[config.mk]
export PLATFORM = sky130hd
export DESIGN_NAME = muldiv_unit
export DESIGN_NICKNAME = d
export VERILOG_FILES = /design/src/rtl/muldiv_unit_pkg.sv /design/src/rtl/muldiv_unit_div_core.sv /design/src/rtl/muldiv_unit.sv
export SDC_FILE = /design/constraint.sdc
export NUM_CORES = 1
export LEC_CHECK = 0
export BUFFER_PORTS_ARGS = -buffer_cell sky130_fd_sc_hd__buf_2
export CAP_MARGIN = 40
export CORE_ASPECT_RATIO = 0.9
export CORE_UTILIZATION = 60
export DETAILED_ROUTE_END_ITERATION = 16
export GPL_TIMING_DRIVEN = 0
export PLACE_DENSITY = 0.8
export SETUP_SLACK_MARGIN = 0.05
export SYNTH_ARGS = -nofsm -noshare
export SYNTH_HDL_FRONTEND = slang
export SYNTH_SLANG_ARGS = --single-unit
[constraint.sdc]
create_clock -name clk -period 4.6 [get_ports clk]
set_input_delay 0.69 -clock clk [delete_from_list [all_inputs] [get_ports clk]]
set_output_delay 0.69 -clock clk [all_outputs]
set_load 0.005 [all_outputs]
[src/rtl/muldiv_unit_pkg.sv]
// Shared opcode codes, FSM states and sizing constants for the multiply/divide engine.
// Decode and execute stages import the same definitions.
package muldiv_unit_pkg;

    localparam int unsigned MD_OPT_WIDTH = 3;
    localparam int unsigned ITER_STEPS   = 32;
    localparam int unsigned CNT_W        = 5;

    typedef enum logic [MD_OPT_WIDTH-1:0] {
        MdOptMult  = 3'd0,
        MdOptMultu = 3'd1,
        MdOptDiv   = 3'd2,
        MdOptDivu  = 3'd3,
        MdOptMthi  = 3'd4,
        MdOptMtlo  = 3'd5
    } md_opt_e;

    typedef enum logic [1:0] {
        StIdle = 2'd0,
        StRun  = 2'd1,
        StFix  = 2'd2
    } md_state_e;

    function automatic logic opt_legal(input logic [MD_OPT_WIDTH-1:0] opt);
        return opt <= 3'd5;
    endfunction

endpackage

[src/rtl/muldiv_unit_div_core.sv]
// One restoring-division step: shift the next dividend bit into the partial remainder,
// subtract the divisor if it fits, and shift the resulting quotient bit in.
module muldiv_unit_div_core (
    input  logic [31:0] rem,
    input  logic [31:0] quo,
    input  logic [31:0] divisor,
    output logic [31:0] rem_next,
    output logic [31:0] quo_next
);

    logic [32:0] shifted;
    logic        fits;

    always_comb begin
        shifted  = {rem, quo[31]};
        fits     = shifted >= {1'b0, divisor};
        // When it fits the difference is below the divisor, so bit 32 is always zero.
        rem_next = fits ? (shifted[31:0] - divisor) : shifted[31:0];
        quo_next = {quo[30:0], fits};
    end

endmodule

[src/rtl/muldiv_unit.sv]
// Multi-cycle multiply/divide engine holding the architectural HI/LO registers.
// Optional MULDIV_FAST_MULT_EN turns MULT/MULTU into a single-cycle multiply.
module muldiv_unit
    import muldiv_unit_pkg::*;
(
    input  logic                    clk,
    input  logic                    rst,
    input  logic                    start,
    input  logic [MD_OPT_WIDTH-1:0] opt,
    input  logic [31:0]             opr1,
    input  logic [31:0]             opr2,
    input  logic                    cancel,
    output logic                    busy,
    output logic                    done,
    output logic [31:0]             hi,
    output logic [31:0]             lo,
    output logic                    illegal_opt
);

    md_state_e        state_q, state_d;
    logic [CNT_W-1:0] cnt_q, cnt_d;
    // Shared shift register: {partial product} for multiply, {remainder, quotient} for divide.
    logic [63:0]      acc_q, acc_d;
    logic [31:0]      opb_q, opb_d;
    logic             is_div_q, is_div_d;
    logic             neg_res_q, neg_res_d;
    logic             neg_rem_q, neg_rem_d;
    logic [31:0]      hi_q, hi_d;
    logic [31:0]      lo_q, lo_d;
    logic             done_q, done_d;

    logic        accept;
    logic        is_signed;
    logic        sign1, sign2;
    logic [31:0] mag1, mag2;
    logic [32:0] mul_sum;
    logic [63:0] mul_next;
    logic [31:0] div_rem_next, div_quo_next;
    logic [63:0] prod_fix;
    logic [31:0] quo_fix, rem_fix;

    assign busy        = (state_q != StIdle);
    assign done        = done_q;
    assign hi          = hi_q;
    assign lo          = lo_q;
    assign illegal_opt = start & ~busy & ~opt_legal(opt);

    muldiv_unit_div_core u_div_core (
        .rem      (acc_q[63:32]),
        .quo      (acc_q[31:0]),
        .divisor  (opb_q),
        .rem_next (div_rem_next),
        .quo_next (div_quo_next)
    );

`ifdef MULDIV_FAST_MULT_EN
    logic [63:0] fast_prod;
    always_comb begin
        fast_prod = {{32{sign1}}, opr1} * {{32{sign2}}, opr2};
    end
`endif

    always_comb begin
        accept    = start & ~busy & ~cancel & opt_legal(opt);
        is_signed = (opt == MdOptMult) || (opt == MdOptDiv);
        sign1     = is_signed & opr1[31];
        sign2     = is_signed & opr2[31];
        mag1      = sign1 ? -opr1 : opr1;
        mag2      = sign2 ? -opr2 : opr2;

        mul_sum   = {1'b0, acc_q[63:32]} + {1'b0, (acc_q[0] ? opb_q : 32'd0)};
        mul_next  = {mul_sum, acc_q[31:1]};

        prod_fix  = neg_res_q ? -acc_q : acc_q;
        quo_fix   = neg_res_q ? -acc_q[31:0] : acc_q[31:0];
        rem_fix   = neg_rem_q ? -acc_q[63:32] : acc_q[63:32];
    end

    always_comb begin
        state_d   = state_q;
        cnt_d     = cnt_q;
        acc_d     = acc_q;
        opb_d     = opb_q;
        is_div_d  = is_div_q;
        neg_res_d = neg_res_q;
        neg_rem_d = neg_rem_q;
        hi_d      = hi_q;
        lo_d      = lo_q;
        done_d    = 1'b0;

        unique case (state_q)
            StIdle: begin
                if (accept) begin
                    case (opt)
                        MdOptMult, MdOptMultu: begin
`ifdef MULDIV_FAST_MULT_EN
                            {hi_d, lo_d} = fast_prod;
                            done_d       = 1'b1;
`else
                            state_d   = StRun;
                            cnt_d     = CNT_W'(ITER_STEPS - 1);
                            acc_d     = {32'd0, mag2};
                            opb_d     = mag1;
                            is_div_d  = 1'b0;
                            neg_res_d = sign1 ^ sign2;
                            neg_rem_d = 1'b0;
`endif
                        end
                        MdOptDiv, MdOptDivu: begin
                            if (opr2 == 32'd0) begin
                                lo_d   = 32'hFFFF_FFFF;
                                hi_d   = opr1;
                                done_d = 1'b1;
                            end else begin
                                state_d   = StRun;
                                cnt_d     = CNT_W'(ITER_STEPS - 1);
                                acc_d     = {32'd0, mag1};
                                opb_d     = mag2;
                                is_div_d  = 1'b1;
                                neg_res_d = sign1 ^ sign2;
                                neg_rem_d = sign1;
                            end
                        end
                        MdOptMthi: begin
                            hi_d   = opr1;
                            done_d = 1'b1;
                        end
                        MdOptMtlo: begin
                            lo_d   = opr1;
                            done_d = 1'b1;
                        end
                        default: ;
                    endcase
                end
            end
            StRun: begin
                if (cancel) begin
                    state_d = StIdle;
                end else begin
                    acc_d = is_div_q ? {div_rem_next, div_quo_next} : mul_next;
                    cnt_d = cnt_q - CNT_W'(1);
                    if (cnt_q == '0) begin
                        state_d = StFix;
                    end
                end
            end
            StFix: begin
                state_d = StIdle;
                // A flush in the fix cycle discards the result entirely.
                if (!cancel) begin
                    if (is_div_q) begin
                        lo_d = quo_fix;
                        hi_d = rem_fix;
                    end else begin
                        {hi_d, lo_d} = prod_fix;
                    end
                    done_d = 1'b1;
                end
            end
            default: state_d = StIdle;
        endcase
    end

    always_ff @(posedge clk) begin
        if (rst) begin
            state_q   <= StIdle;
            cnt_q     <= '0;
            acc_q     <= '0;
            opb_q     <= '0;
            is_div_q  <= 1'b0;
            neg_res_q <= 1'b0;
            neg_rem_q <= 1'b0;
            hi_q      <= '0;
            lo_q      <= '0;
            done_q    <= 1'b0;
        end else begin
            state_q   <= state_d;
            cnt_q     <= cnt_d;
            acc_q     <= acc_d;
            opb_q     <= opb_d;
            is_div_q  <= is_div_d;
            neg_res_q <= neg_res_d;
            neg_rem_q <= neg_rem_d;
            hi_q      <= hi_d;
            lo_q      <= lo_d;
            done_q    <= done_d;
        end
    end

endmodule
==> flow_metrics.py, run 1 <==
metrics = {
    "synthesis": {
        "synth-xor-area-share_pct": 9.68,
        "synth_area_sq_um": 14900,
        "synth_top_family_by_area": "compound AO/OA/AOI/OAI gates",
        "syn_inst": 2089,
        "synth_edf_count": 0,
        "yosys_warnings": 0,
        "synth_top_cells_by_area": "dfxtp_1 (23%), a21oi_1 (7.0%), nand2_1 (6.7%)",
        "synth.top_cell.area_share_pct": 22.9,
        "synth_cell_types": 85,
        "avgSynthCellArea_sq_um": 7.15,
        "synth-seq-cells": 171,
        "synthMuxAreaShare_pct": 4.00,
        "synthArstFlopShare_pct": 0,
        "synth-main-ff-cell": "dfxtp_1",
        "synth-compound-area-share_pct": 28.4,
        "synth_fa_ha_area_share_pct": 6.13,
        "synth_nets": 2232,
        "yosysSeqAreaShare_pct": 22.9,
        "synth_top_area_cell": "dfxtp_1",
        "synthSimpleGateAreaFrac_pct": 23.0,
    },
    "setup_path": {
        "cp_data_arrival_time_ps": 4820,
        "r2r_cells": 11,
        "cp-start-kind": "flip-flop",
        "crit_chain": "ha_1 > clkbuf_1 > nand4_1 > or4_1 > nor4_1 > a2111oi_0 > o2111a_1 > nor2_2 > clkbuf_1 > nand3_1 > a22o_1",
        "worstSetupPathType": "flip-flop to flip-flop",
        "slowest_delay_ps": 640,
        "worst_setup_path_end_kind": "flip-flop",
        "crit_required_ps": 4940,
        "reg2reg_slack_ps": 130,
        "crit_fanout": 10,
        "cp_common_cell": "clkbuf_1",
        "rr_startpoint": "acc_q[55]",
        "cpMaxStageDelayCell": "or4_1",
        "crit_start": "acc_q[55]",
        "critPathCapture": "acc_q[63]",
        "r2r_end": "acc_q[63]",
    },
    "final_layout": {
        "final_common_cell": "nand2_1",
        "layout_common_cells": "nand2_1 (268), nor2_1 (217), a21oi_1 (207), dfxtp_1 (171), buf_2 (156)",
        "area_delta_synth_final_pct": 11.3,
        "final_layout_size_suffix_gt1_share_pct": 10.6,
        "nNetsFinal": 2389,
        "antennaDiodeCount": 0,
    },
    "cts": {
        "clock_sinks": 171,
        "htree_levels": 4,
        "cts_root_buf": "clkbuf_16",
        "cts_tree": "yes",
        "cts_setup_buffers": 0,
        "cts_buffer_depth": 2,
        "clk_latency_ps": 460,
        "path_clk_slew_ps": 80,
        "cts_buffers": 17,
    },
    "power": {
        "p_int_w": 0.00260,
        "switchingPower_w": 0.00153,
        "sw_frac_of_total_pct": 37.1,
        "combPwrFrac_pct": 26.4,
        "powerDensity_nw_per_um2": 249,
        "p_leak_nw": 6.62,
        "p_clk_share_pct": 35.9,
        "power_frac_seq_pct": 37.7,
        "p_total_w": 0.00414,
        "irDropWorstVdd_mv": 0.192,
    },
    "grt": {
        "grt_overflow": 0,
        "grt_max_degree": 19,
        "grtUsageTotal_pct": 46.0,
        "grt_pass1_vias": 15000,
        "antenna_found_initial": 0,
        "grt_first_pass_wirelength_microns": 88600,
    },
    "floorplan": {
        "dieArea_sq_um": 25500,
        "row_count": 54,
        "die_w_microns": 168,
        "initial_utilization_pct": 61.4,
        "io_pins": 138,
        "die_h_microns": 152,
        "coreArea_sq_um": 24300,
    },
    "sta": {
        "finalMaxSlewViolations": 0,
        "worst_slew_pin_slew_ps": 951,
        "hold_violations": 0,
        "rsz0062_at_grt": "no",
        "fmax_mhz": 223,
        "fin_setup_tns_ps": 0,
        "period_needed_ps": 4470,
        "timing.final.crit_share_pct": 97.3,
        "clock_skew_ps": 24.2,
        "slew_headroom_pct": 35.9,
        "setup_viol": 0,
    },
    "detailed_routing": {
        "routed_via_density": 6.75,
        "num_vias": 17300,
        "drtAntennaViolNets": 0,
        "wl_microns": 60100,
        "routedWlPerCell_microns": 23.4,
        "drcViolationCount": 0,
        "drt_iter0_markers": 2643,
        "dr.pass1.iters": 7,
    },
    "job": {
        "drv_cap": 0,
    },
    "status": {
        "status": "finished, final reports clean",
    },
    "place": {
        "gp_congestion": 1.04,
        "portBuffers": 135,
        "post-dp-hpwl_microns": 47800,
    },
    "min_path": {
        "hold_path_class": "flip-flop to flip-flop",
    },
}
[worst min path at each step]
stage / from / to / cells after the start
2_1_floorplan: opb_q[10] / opb_q[10] / 2
6_report: lo[24] / lo[24] / 2
3_3_place_gp: hi[18] / hi[18] / 2
5_1_grt: hi[18] / hi[18] / 2
4_1_cts: hi[18] / hi[18] / 2
3_5_place_dp: hi[18] / hi[18] / 2
[power by group through the flow]
stage	registers [W]	logic [W]	clock network, W
after floorplan	0.00158	0.000675	0
after global placement	0.00159	0.00101	0
after detailed placement	0.00159	0.00102	0
after CTS	0.00156	0.00103	0.00146
after global routing	0.00156	0.00114	0.00152
final	0.00156	0.00109	0.00148
[stage by stage]
step           utilization (%)  std cells  setup slack [ps]  cell area (sq um)  hold slack (ps)
6_report                  68.3       2567               125              16600              450
5_1_grt                   68.3       2567               118              16600              463
4_1_cts                   68.3       2567              80.4              16600              446
3_5_place_dp              65.8       2535             -78.1              16000              435
3_3_place_gp              65.8       2532             -51.1              16000              435
2_1_floorplan                -       2089              1390              14900              432
[layout make-up]
| type | instances | area (sq um) |
|---|---|---|
| plain buffers | 151 | 614 |
| clock buffers | 17 | 425 |
| clock inverters | 15 | 149 |
| fillers | 2213 | 7710 |
| inverters | 73 | 274 |
| multi-input cells | 1694 | 10700 |
| flip-flops and latches | 171 | 3420 |
| well taps | 308 | 385 |
| repair buffers | 138 | 696 |
[cell usage after synthesis (all sizes together), types with 15 or more instances]
cell type  instances
nand2            268
nor2             219
a21oi            210
dfxtp            171
o21ai            133
clkbuf           125
xnor2             97
inv               73
ha                70
xor2              68
nor3              55
mux2i             54
nand3             54
a211oi            36
o221ai            35
a21o              34
o31ai             28
buf               26
o211ai            24
a311oi            22
nand2b            21
or3               21
nor4              20
a22oi             16
o22ai             15
[per-layer routing]
layer,share of wire [%],vias up,global-route usage (%)
li1,-,7840,-
met1,41,7975,64.4
met2,39,1360,63.7
met3,16,165,16.8
met4,4.0,0,16.6
met5,0,-,0
[repair_timing]
item | in CTS | in global routing
gates resized for setup | 2 | 9
setup endpoints to repair | 1 | 13
pin swaps | 0 | 0
hold buffers | 0 | 0
[sequential cells by signal (all words and copies together) (netlist names)]
signal     flops
opb_q         32
neg_res_q      1
state_q        2
cnt_q          5
neg_rem_q      1
is_div_q       1
hi            32
acc_q         64
lo            32
done           1
[cell families (layout without fill, tap and decap cells)]
logic type,after synthesis,count (layout)
DFF,171,171
buffers and inverters,224,394
muxes,59,59
and+or+nand+nor,747,747
adders and majority gates,72,72
AOI/OAI and AO/OA,651,651
xor gates and xnor gates,165,165
[critical path, delay by kind of cell (launching register included)]
| family | cells | cell delay (ps) |
|---|---|---|
| fa+ha+maj | 1 | 200 |
| compound gates | 3 | 690 |
| simple gates | 5 | 2080 |
| flops | 1 | 590 |
| buf+inv | 2 | 800 |
Note: power is estimated with default switching activity, not from simulation.
==> inputs of run 2 (changes only) <==
SYNTH_HIERARCHICAL = 1   (was not set)
==> flow_metrics.py, run 2 <==
metrics = {
    "sta": {
        "rsz0062_at_grt": "no",
        "slew_headroom_pct": 32.0,
        "clock_skew_ps": 20.5,
        "timing.final.crit_share_pct": 95.9,
        "fmax_mhz": 227,
        "fin_setup_tns_ps": 0,
        "worst_slew_pin_slew_ps": 1020,
        "setup_viol": 0,
        "period_needed_ps": 4410,
        "hold_violations": 0,
        "finalMaxSlewViolations": 0,
    },
    "setup_path": {
        "worst_setup_path_end_kind": "flip-flop",
        "cp-start-kind": "flip-flop",
        "slowest_delay_ps": 810,
        "cp_top_family": "compound AO/OA/AOI/OAI gates",
        "cp_data_arrival_time_ps": 4810,
        "crit_required_ps": 5000,
        "worstSetupPathType": "flip-flop to flip-flop",
        "crit_chain": "clkbuf_1 > and2_1 > ha_1 > fa_1 > a21o_1 > a221o_1 > a31oi_1 > a41oi_1 > o21ai_0 > or4_1 > nand3_1",
        "crit_fanout": 10,
        "cpMaxStageDelayCell": "dfxtp_1",
        "critical_path_buf_inv_count": 1,
    },
    "cts": {
        "cts_buffers": 17,
        "clock_sinks": 171,
        "cts_root_buf": "clkbuf_16",
        "cts_resized": 0,
        "htree_levels": 4,
        "clk_latency_ps": 470,
        "cts_tree": "yes",
        "path_clk_slew_ps": 80,
        "cts_buffer_depth": 2,
        "holdBufCountCts": 0,
        "cts_setup_buffers": 0,
    },
    "detailed_routing": {
        "wl_microns": 70400,
        "dr.pass1.iters": 7,
        "drtAntennaViolNets": 0,
        "routedWlPerCell_microns": 26.6,
        "routed_via_density": 7.25,
        "drcViolationCount": 0,
        "drt_iter0_markers": 3530,
        "num_vias": 19200,
    },
    "floorplan": {
        "coreArea_sq_um": 25500,
        "die_w_microns": 173,
        "dieArea_sq_um": 27000,
        "die_h_microns": 156,
        "row_count": 55,
        "initial_utilization_pct": 62.0,
        "io_pins": 138,
    },
    "grt": {
        "grt_overflow": 0,
        "grt_max_degree": 19,
        "antenna_found_initial": 2,
        "grt_first_pass_wirelength_microns": 105000,
        "grtUsageTotal_pct": 51.3,
        "grt_pass1_vias": 17400,
    },
    "synthesis": {
        "synth_nets": 2275,
        "avgSynthCellArea_sq_um": 7.41,
        "synth_area_sq_um": 15800,
        "synth_top_cells_by_area": "dfxtp_1 (22%), ha_1 (5.5%), nor2_1 (5.3%)",
        "synth_top_area_cell": "dfxtp_1",
        "synth.top_cell.area_share_pct": 21.7,
        "synth_cell_types": 92,
        "synth_most_common_cell": "nor2_1",
        "synth-main-ff-cell": "dfxtp_1",
        "syn_inst": 2132,
        "yosys_warnings": 6,
        "synth_edf_count": 0,
        "synth-seq-cells": 171,
        "synthArstFlopShare_pct": 0,
        "synthTopCellsByCount": "nor2_1 (223), dfxtp_1 (171), nand2_1 (171)",
        "yosysSeqAreaShare_pct": 21.7,
    },
    "final_layout": {
        "layout_common_cells": "nor2_1 (223), nand2_1 (171), dfxtp_1 (171), a21oi_1 (158), buf_2 (148)",
        "area_delta_synth_final_pct": 11.2,
        "multi_input_area_sq_um": 11300,
        "register_area_sq_um": 3420,
        "final_common_cell": "nor2_1",
        "nNetsFinal": 2438,
        "top_register": "acc_q",
        "largest_reg_flops": 64,
        "final_layout_size_suffix_gt1_share_pct": 13.1,
        "nFillCells": 2245,
    },
    "power": {
        "p_leak_nw": 7.04,
        "powerDensity_nw_per_um2": 244,
        "p_total_w": 0.00429,
        "irDropWorstVdd_mv": 0.272,
    },
    "place": {
        "gp_congestion": 1.10,
        "post-dp-hpwl_microns": 55500,
        "portBuffers": 137,
    },
    "job": {
        "drv_cap": 0,
    },
    "min_path": {
        "hold_path_class": "flip-flop to flip-flop",
    },
    "status": {
        "status": "finished, final reports clean",
    },
}
run 2: metrics by stage:
stage	utilization, %	instance area (sq um)	cells	setup slack [ps]	hold slack, ps
2_1_floorplan	-	15800	2132	1250	448
6_report	68.9	17600	2651	190	456
4_1_cts	68.9	17500	2650	366	453
3_3_place_gp	66.4	16900	2611	379	438
5_1_grt	68.9	17600	2651	80.7	474
3_5_place_dp	66.6	17000	2618	392	444
run 2: logic make-up (layout without fill, tap and decap cells):
logic type / Yosys count / in the layout / synth area share, %
buffers and inverters: 251 / 427 / 7.04
DFF: 171 / 171 / 21.7
other: 0 / 1 / 0
xor gates and xnor gates: 157 / 157 / 8.71
adders and majority gates: 72 / 72 / 5.80
AOI/OAI and AO/OA: 657 / 657 / 28.1
muxes: 74 / 74 / 5.16
and+or+nand+nor: 750 / 750 / 23.5
run 2: cell type report:
type,count,area share [%]
Sequential cell,171,19.5
Antenna cell,1,0.0143
Clock buffer,18,2.45
Timing Repair Buffer,144,4.27
Buffer,176,4.73
Clock inverter,14,0.841
Multi-Input combinational cell,1710,64.1
Tap cell,342,2.44
Inverter,75,1.60
run 2: power breakdown:
part / total [W] / switching, W / internal [W]
Combinational: 0.00119 / 0.000744 / 0.000446
Clock: 0.00149 / 0.000764 / 0.000726
Sequential: 0.00161 / 0.0000786 / 0.00153
run 2: metal layers:
metal  share of wire (%)  GRT usage (%)  up-vias
met5               0.058           1.45        -
met4                 6.6           29.1        2
met3                  18           19.2      349
met2                  38           70.1     1810
met1                  38           68.4     8867
li1                    -              -     8187
run 2: final timing paths:
check / start / endpoint / slack (ps) / cells after the start
setup / recovery: acc_q[0] / acc_q[57] / 190 / 11
setup reg to reg: acc_q[0] / acc_q[57] / 190 / 11
hold / removal: hi[13] / hi[13] / 460 / 2
hold reg to reg: hi[13] / hi[13] / 460 / 2
run 2: worst register-to-register path, delay by kind of cell (launching register included):
family	cells	cell delay [ps]
AO/OA/AOI/OAI	5	1740
adder cells (fa/ha/maj)	2	440
buffers and inverters	1	500
flip-flops	1	810
AND/OR/NAND/NOR	3	850
